### src/rtl/imem_pkg.sv
// Shared types and constants for the instruction-memory loader.
// Byte lanes are listed in big-endian write order.
package imem_pkg;

    typedef enum logic [1:0] {
        IDLE,
        ACCEPT,
        WRITE,
        DONE
    } state_t;

    localparam int IMEM_SIZE_DEF = 4096;

    localparam logic [1:0] LANE_31_24 = 2'd0;
    localparam logic [1:0] LANE_23_16 = 2'd1;
    localparam logic [1:0] LANE_15_8  = 2'd2;
    localparam logic [1:0] LANE_7_0   = 2'd3;

endpackage

### src/rtl/imem_loader.sv
// Streams 32-bit words into byte-wide instruction memory, big-endian.
// Define IMEM_LOADER_BOUNDS_CHECK_EN to reject words beyond IMEM_SIZE.
module imem_loader
    import imem_pkg::*;
#(
    parameter int          IMEM_SIZE = IMEM_SIZE_DEF,
    parameter logic [63:0] BASE_ADDR = 64'h0
) (
    input  logic        clk,
    input  logic        rst,
    input  logic        start,
    input  logic        in_valid,
    output logic        in_ready,
    input  logic [31:0] in_word,
    input  logic        in_last,
    output logic        wr_en,
    output logic [63:0] wr_addr,
    output logic [7:0]  wr_data,
    output logic        busy,
    output logic        done,
    output logic [31:0] word_count,
    output logic        err
);

    localparam logic [64:0] LIMIT = 65'(IMEM_SIZE);

    state_t      r_state;
    state_t      w_next;
    logic [63:0] r_ptr;
    logic [1:0]  r_idx;
    logic [31:0] r_word;
    logic        r_last;
    logic [31:0] r_count;
    logic        w_hs;
    logic        w_oob;
    logic        w_rej;
    logic [7:0]  w_byte;

    assign w_hs  = (r_state == ACCEPT) && in_valid;
    // 65-bit sum so a pointer near 2^64 cannot wrap into range
    assign w_oob = ({1'b0, r_ptr} + 65'd3) > (LIMIT - 65'd1);

`ifdef IMEM_LOADER_BOUNDS_CHECK_EN
    logic r_err;

    assign w_rej = w_oob;
    assign err   = r_err;

    always_ff @(posedge clk) begin
        if (rst) begin
            r_err <= 1'b0;
        end else if (r_state == IDLE && start) begin
            r_err <= 1'b0;
        end else if (w_hs && w_oob) begin
            r_err <= 1'b1;
        end
    end
`else
    logic w_unused;

    assign w_rej    = 1'b0;
    assign err      = 1'b0;
    assign w_unused = w_oob;
`endif

    always_ff @(posedge clk) begin
        if (rst) begin
            r_state <= IDLE;
            r_ptr   <= '0;
            r_idx   <= '0;
            r_word  <= '0;
            r_last  <= 1'b0;
            r_count <= '0;
        end else begin
            r_state <= w_next;
            unique case (r_state)
                IDLE: begin
                    if (start) begin
                        r_ptr   <= BASE_ADDR;
                        r_count <= '0;
                    end
                end
                ACCEPT: begin
                    if (w_hs) begin
                        r_word <= in_word;
                        r_last <= in_last;
                        r_idx  <= '0;
                    end
                end
                WRITE: begin
                    r_ptr <= r_ptr + 64'd1;
                    r_idx <= r_idx + 2'd1;
                    if (r_idx == LANE_7_0) begin
                        r_count <= r_count + 32'd1;
                    end
                end
                default: ;
            endcase
        end
    end

    always_comb begin
        w_next = r_state;
        unique case (r_state)
            IDLE:    if (start) w_next = ACCEPT;
            ACCEPT:  if (w_hs) w_next = w_rej ? DONE : WRITE;
            WRITE: begin
                if (r_idx == LANE_7_0) begin
                    w_next = r_last ? DONE : ACCEPT;
                end
            end
            DONE:    w_next = IDLE;
            default: w_next = IDLE;
        endcase
    end

    always_comb begin
        w_byte = r_word[7:0];
        unique case (r_idx)
            LANE_31_24: w_byte = r_word[31:24];
            LANE_23_16: w_byte = r_word[23:16];
            LANE_15_8:  w_byte = r_word[15:8];
            LANE_7_0:   w_byte = r_word[7:0];
            default:    w_byte = r_word[7:0];
        endcase
    end

    always_comb begin
        in_ready = (r_state == ACCEPT);
        wr_en    = (r_state == WRITE);
        busy     = (r_state != IDLE);
        done     = (r_state == DONE);
        wr_addr  = wr_en ? r_ptr : 64'd0;
        wr_data  = wr_en ? w_byte : 8'd0;
    end

    assign word_count = r_count;

endmodule

### config.mk
export PLATFORM = sky130hd
export DESIGN_NAME = imem_loader
export DESIGN_NICKNAME = d
export VERILOG_FILES = /design/src/rtl/imem_pkg.sv /design/src/rtl/imem_loader.sv
export SDC_FILE = /design/constraint.sdc
export NUM_CORES = 1
export LEC_CHECK = 0
export BUFFER_PORTS_ARGS = -buffer_cell sky130_fd_sc_hd__clkbuf_2
export CORE_MARGIN = 3
export CORE_UTILIZATION = 49
export DETAILED_ROUTE_END_ITERATION = 16
export HOLD_SLACK_MARGIN = 0.15
export PLACE_DENSITY = 0.83
export SKIP_CTS_REPAIR_TIMING = 1
export SLEW_MARGIN = 10
export SYNTH_ARGS = -nofsm -noshare
export SYNTH_HDL_FRONTEND = slang
export SYNTH_SLANG_ARGS = --single-unit
export TNS_END_PERCENT = 5
### constraint.sdc
create_clock -name clk -period 3.1 [get_ports clk]
set_clock_uncertainty 0.2 [all_clocks]
set_input_delay 0.62 -clock clk [delete_from_list [all_inputs] [get_ports clk]]
set_output_delay 0.62 -clock clk [all_outputs]
set_load 0.01 [all_outputs]
==> results of run 1 <==
## cell usage in the layout (no fill, tap or decap), drive strengths merged, types with 6 or more instances in the layout
cell type / netlist / layout
o31ai: 10 / 10
nor2: 86 / 86
ha: 6 / 6
or4: 26 / 26
xor2: 9 / 9
nand4: 39 / 39
dfxtp: 133 / 133
xnor2: 23 / 23
o211ai: 14 / 14
or3: 23 / 23
nor4: 22 / 22
clkbuf: 47 / 167
buf: 9 / 15
nand3: 50 / 50
inv: 21 / 21
and2: 58 / 58
nor3: 26 / 26
nand2: 128 / 128
a21oi: 85 / 85
o21ai: 31 / 31
a222oi: 8 / 8
## per-stage QoR
step	util	hold slack, ns	cell area, um^2	total power [mW]	std cells
finish	0.617	0.220	8300	4.02	1209
global route	0.617	0.210	8300	4.13	1209
CTS	0.617	0.202	8300	4.04	1209
detailed placement	0.572	0.250	7700	2.00	1177
global placement	0.572	0.244	7700	1.99	1177
floorplan	-	0.233	6870	1.92	898
## kinds of logic after synthesis
logic type / synth area share
adder cells (fa/ha/maj): 0.0109
multiplexers: 0.00146
other: 0.000546
AND/OR/NAND/NOR: 0.366
XOR/XNOR: 0.0408
buffers and inverters: 0.0443
AO/OA/AOI/OAI: 0.148
flip-flops: 0.388
## critical path: cells and delay by family, from the launching register on
family | cells | cell delay [ns]
DFF | 1 | 0.37
buffers and inverters | 2 | 0.24
adders and majority gates | 1 | 0.31
and+or+nand+nor | 2 | 0.18
AOI/OAI and AO/OA | 2 | 0.60
## area by class of cell
class,instances,area share
Tap cell,176,0.0265
Inverter,21,0.00949
Sequential cell,133,0.321
Clock buffer,23,0.0576
Multi-Input combinational cell,688,0.470
Clock inverter,9,0.0151
Timing Repair Buffer,159,0.100
## registers in the layout (all words and copies together) (netlist names)
register	count
r_idx	2
r_last	1
r_ptr	64
r_state	2
r_word	32
word_count	32
## path summary, 6_finish.rpt
check,slack (ns),depth (start not counted),to,from
min,0.22,3,r_word[16],in_word[16]
max,0.16,7,wr_data[3],r_idx[0]
min reg2reg,0.26,2,r_word[15],r_word[15]
max reg2reg,0.37,6,word_count[31],r_idx[1]
## power groups by stage
stage	clock (mW)	sequential, mW	combinational (mW)
2_1_floorplan	0	1.78	0.139
3_3_place_gp	0	1.79	0.206
3_5_place_dp	0	1.79	0.208
4_1_cts	2.08	1.75	0.209
5_1_grt	2.14	1.76	0.234
6_report	2.05	1.75	0.212
## metal layers
| metal | up-vias | global-route usage | routed length (um) |
|---|---|---|---|
| li1 | 3450 | - | - |
| met1 | 3277 | 0.307 | 8200 |
| met2 | 297 | 0.373 | 8850 |
| met3 | 45 | 0.0485 | 1260 |
| met4 | 0 | 0.0986 | 485 |
| met5 | - | 0 | 0 |
==> flow_summary.json, run 1 <==
{
  "route.antenna.remaining_nets": 0,
  "antenna_cells": 0,
  "detail_route.first_pass.iterations": 10,
  "fmax_mhz": 340,
  "peak_supply_drop_mv": 0.311,
  "global_route_wire_length_before_repair_mm": 30.5,
  "num-nets-final": 1063,
  "final.setup.tns_ns": 0,
  "clock_insertion_delay_worst_skew_ns": 0.42,
  "cts_made_buffers": 17,
  "rsz0062_at_grt": "false",
  "drt_first_iter_violations": 576,
  "timing.final.crit_share": 0.948,
  "final_critical_path_setup_slack_ns": 0.160,
  "async_flop_share": 0,
  "count_of_synthesis_stage_warnings_from_yosys": 0,
  "p_sw_mw": 0.900,
  "final-setup-viol-count": 0,
  "regArea_um2": 2660,
  "first_global_vias": 6337,
  "synth.most_common_cell": "dfxtp_1",
  "path_cells": "inv_1, ha_1, a222oi_1, nor2_1, a21oi_1, nor2_1, clkbuf_2",
  "number_of_cell_rows": 42,
  "synth.largest_area_cell": "dfxtp_1",
  "comb_power_share": 0.053,
  "slowest_stage": "a222oi_1",
  "multi_input_area_um2": 3910,
  "powerDensity_nw_per_um2": 484,
  "hold_path.class": "in2reg",
  "slowest_delay_ns": 0.42,
  "slew_headroom": 0.394,
  "cp.required_ns": 2.28,
  "i_o_pin_count": 146,
  "worst_setup_hold_path_clk_slew_ns": 0.06,
  "power.leakage_nw": 3.02,
  "grt_antenna_before_repair": 0,
  "placeableCoreArea_um2": 13500,
  "netlist_top_cells_count": "dfxtp_1 (133), nand2_1 (128), nor2_1 (86)",
  "maxcap_viol_count": 0,
  "synth_enable_flop_cells": 0,
  "portBuffers": 144,
  "tritoncts_num_sinks": 133,
  "post_place_worst_slack_ns": 0.383,
  "vias": 7069,
  "ys_top_cells_by_area": "dfxtp_1 (39%), nand2_1 (7.0%), a21oi_1 (6.2%), and2_1 (5.3%), nor2_1 (4.7%)",
  "worst_slew_pin_slew_ns": 0.907,
  "p_clk_frac": 0.511,
  "synth.distinct_cells": 51,
  "layout.filler_cells": 1163,
  "overflow": 0,
  "sequential_cell_area_fraction_in_the_yosys_report": 0.388,
  "mappedNetlistNets": 941,
  "worstSetupPathType": "reg2out",
  "post_route_cells_drive_above_1_share": 0.201,
  "syn_avg_cell_area_um2": 7.65,
  "dominantRegCellSynth": "dfxtp_1",
  "root_buffer": "clkbuf_16",
  "tritoncts_clock_tree": "yes",
  "initial_utilization": 0.510,
  "areaGrowthSynthToFinish_pct": 21.0,
  "grt_max_degree": 62,
  "synth_cells": 898,
  "ctsLongestPathBuffers": 2,
  "design.die.area_um2": 15500,
  "netlist_area_um2": 6870,
  "internal_cell_power_mw": 3.12,
  "place_hpwl_mm": 13.0,
  "run_status": "completed",
  "timing.critical_path.to_type": "primary output",
  "seq_cells_post_synth": 133,
  "path_common_cell": "nor2_1",
  "cts_htree_levels": 4,
  "finalMaxSlewViolations": 0,
  "routabilityCongestion": 0.905,
  "wire_per_inst_um": 15.5,
  "die_extent_in_y_um": 124,
  "gr-usage-all-layers": 0.234,
  "via_cell_ratio": 5.85,
  "route.final.wire_length_mm": 18.8,
  "count_of_final_hold_check_violations": 0,
  "cp_max_fo": 8,
  "synth_top_area_share": 0.388,
  "p_seq_frac": 0.436,
  "remaining_design_rule_violation_count": 0,
  "sw_frac_of_total": 0.224,
  "cp_arrival_ns": 2.12,
  "dieWidth_um": 124,
  "final.min_clock_period_ns": 2.94,
  "critPathLaunchType": "flip-flop"
}
(Power assumes the default switching activity.)
==> run 2, diff against run 1 <==
BUFFER_PORTS_ARGS = -buffer_cell sky130_fd_sc_hd__buf_2   (was -buffer_cell sky130_fd_sc_hd__clkbuf_2)
==> run 2 against run 1 <==
Net effect:
- register-to-register slack worse by 0.08 ns
- count of clock-buffer cells in the layout down 3
- worst hold slack better by 0.015 ns
- worst setup slack better by 0.024 ns
- critical path depth unchanged
- power down 3.7%
- highest routed layer is now met5
- combinational power up 2%
- critical endpoint unchanged
==> flow_summary.json, run 2 (synthesis gave the netlist of run 1 again) <==
{
  "run_status": "completed",
  "slew_headroom": 0.435,
  "worstSetupPathType": "reg2out",
  "dp_cells": 1179,
  "path_common_cell": "nor2_1",
  "holdCritStartpoint": "in_word[8]",
  "grt_antenna_before_repair": 1,
  "global_route_wire_length_before_repair_mm": 31.1,
  "first_global_vias": 6385,
  "fmax_mhz": 343,
  "design.die.area_um2": 15500,
  "route.final.wire_length_mm": 18.8,
  "grt_max_degree": 62,
  "final.min_clock_period_ns": 2.92,
  "final-setup-viol-count": 0,
  "portBuffers": 144,
  "maxcap_viol_count": 0,
  "cp-startpoint": "r_idx[0]",
  "rsz0062_at_grt": "false",
  "globalRouteMet1Util": 0.307,
  "final.setup.tns_ns": 0,
  "top_usage_layer": "met2",
  "global_route.usage.met2": 0.378,
  "finalMaxSlewViolations": 0,
  "hold_path.class": "in2reg",
  "die_extent_in_y_um": 124,
  "slowest_stage": "a222oi_1",
  "utilization": 0.616,
  "antenna_cells": 0,
  "post_route_cells_drive_above_1_share": 0.207,
  "layout.filler_cells": 1176,
  "overflow": 0,
  "worst_setup_hold_path_clk_slew_ns": 0.06,
  "path_cells": "inv_1, ha_2, a222oi_1, nor2_1, a21oi_1, nor2_1, buf_2",
  "remaining_design_rule_violation_count": 0,
  "stdcell_count": 1211,
  "initial_utilization": 0.510,
  "routabilityCongestion": 0.890,
  "tritoncts_clock_tree": "yes",
  "worst_slew_pin_slew_ns": 0.846,
  "clock_insertion_delay_worst_skew_ns": 0.42,
  "largest_register_ffs": 64,
  "count_of_final_hold_check_violations": 0,
  "cp_max_fo": 8,
  "most_common_cell_after_layout_fill_and_taps_aside": "buf_2",
  "critPathLaunchType": "flip-flop",
  "cp_arrival_ns": 2.10,
  "drt_first_iter_violations": 515,
  "areaGrowthSynthToFinish_pct": 20.7,
  "r2r_start": "r_idx[1]",
  "critPathTopFamily": "compound AO/OA/AOI/OAI gates",
  "placeableCoreArea_um2": 13500,
  "layout.cells.most_common_list": "buf_2 (144), dfxtp_1 (133), nand2_1 (128)",
  "power.leakage_nw": 3.10,
  "number_of_cell_rows": 42,
  "gr-usage-all-layers": 0.237,
  "route.antenna.remaining_nets": 0,
  "timing.critical_path.to_type": "primary output",
  "path_buf_inv": 2,
  "powerDensity_nw_per_um2": 467,
  "slowest_delay_ns": 0.42,
  "register_with_the_most_flip_flops": "r_ptr",
  "via_cell_ratio": 5.77,
  "grt_util_met3": 0.0549,
  "ctsLongestPathBuffers": 2,
  "cts_htree_levels": 4,
  "place_hpwl_mm": 13.3,
  "dieWidth_um": 124,
  "num-nets-final": 1065,
  "peak_supply_drop_mv": 0.348,
  "tritoncts_num_sinks": 133,
  "root_buffer": "clkbuf_16",
  "detail_route.first_pass.iterations": 7,
  "i_o_pin_count": 146,
  "cp.required_ns": 2.28,
  "wire_per_inst_um": 15.5,
  "timing.final.crit_share": 0.941,
  "cts_made_buffers": 17,
  "vias": 6992
}
==> run 2: cell types whose count changed in the layout (fill, tap and decap cells not counted), sizes merged <==
cell,previous run,this run
bufinv,3,1
clkinv,4,7
clkinvlp,2,4
clkbuf,167,20
buf,15,161
==> run 2: path summary, 6_finish.rpt <==
path	endpoint	slack, ns	depth (start not counted)
setup reg to reg	word_count[31]	0.29	6
hold reg to reg	r_word[20]	0.26	2
hold / removal	r_word[8]	0.23	3
setup / recovery	wr_data[3]	0.18	7
==> run 2: area by class of cell <==
| class | instances | area, um^2 | share of cell area |
|---|---|---|---|
| clock buffer | 20 | 457 | 0.0551 |
| clock inverter | 12 | 106 | 0.0128 |
| inverter | 21 | 78.8 | 0.00952 |
| multi-input combinational | 688 | 3910 | 0.472 |
| sequential | 133 | 2660 | 0.321 |
| tap | 176 | 220 | 0.0266 |
| timing repair buffer | 161 | 848 | 0.102 |
==> run 2: worst min-delay path, delay by kind of cell <==
family                 cells  cell delay [ns]
buffers and inverters      1             0.10
AO/OA/AOI/OAI              1             0.05
AND/OR/NAND/NOR            1             0.04
==> run 2: metal layers <==
metal | vias to the layer above | share of wire | wire, um
li1 | 3457 | - | -
met1 | 3198 | 0.43 | 8050
met2 | 286 | 0.47 | 8790
met3 | 49 | 0.070 | 1320
met4 | 2 | 0.034 | 639
met5 | - | 0.00074 | 14
==> run 2: power breakdown <==
| part | leakage (nW) | internal (mW) | total (mW) | switching, mW |
|---|---|---|---|---|
| Sequential | 1.07 | 1.73 | 1.75 | 0.0198 |
| Clock | 0.268 | 1.14 | 1.90 | 0.761 |
| Combinational | 1.76 | 0.0659 | 0.217 | 0.152 |
| Total | 3.10 | 2.94 | 3.87 | 0.932 |
==> run 2: through the flow <==
| stage | area (um^2) | setup WS [ns] | power (mW) | hold WS, ns |
|---|---|---|---|---|
| 3_3_place_gp | 7720 | 0.434 | 2.00 | 0.244 |
| 4_1_cts | 8280 | 0.0747 | 3.88 | 0.224 |
| 2_1_floorplan | 6870 | 0.748 | 1.92 | 0.233 |
| 3_5_place_dp | 7720 | 0.355 | 2.00 | 0.246 |
| 6_report | 8280 | 0.183 | 3.87 | 0.235 |
| 5_1_grt | 8280 | 0.00411 | 3.98 | 0.229 |
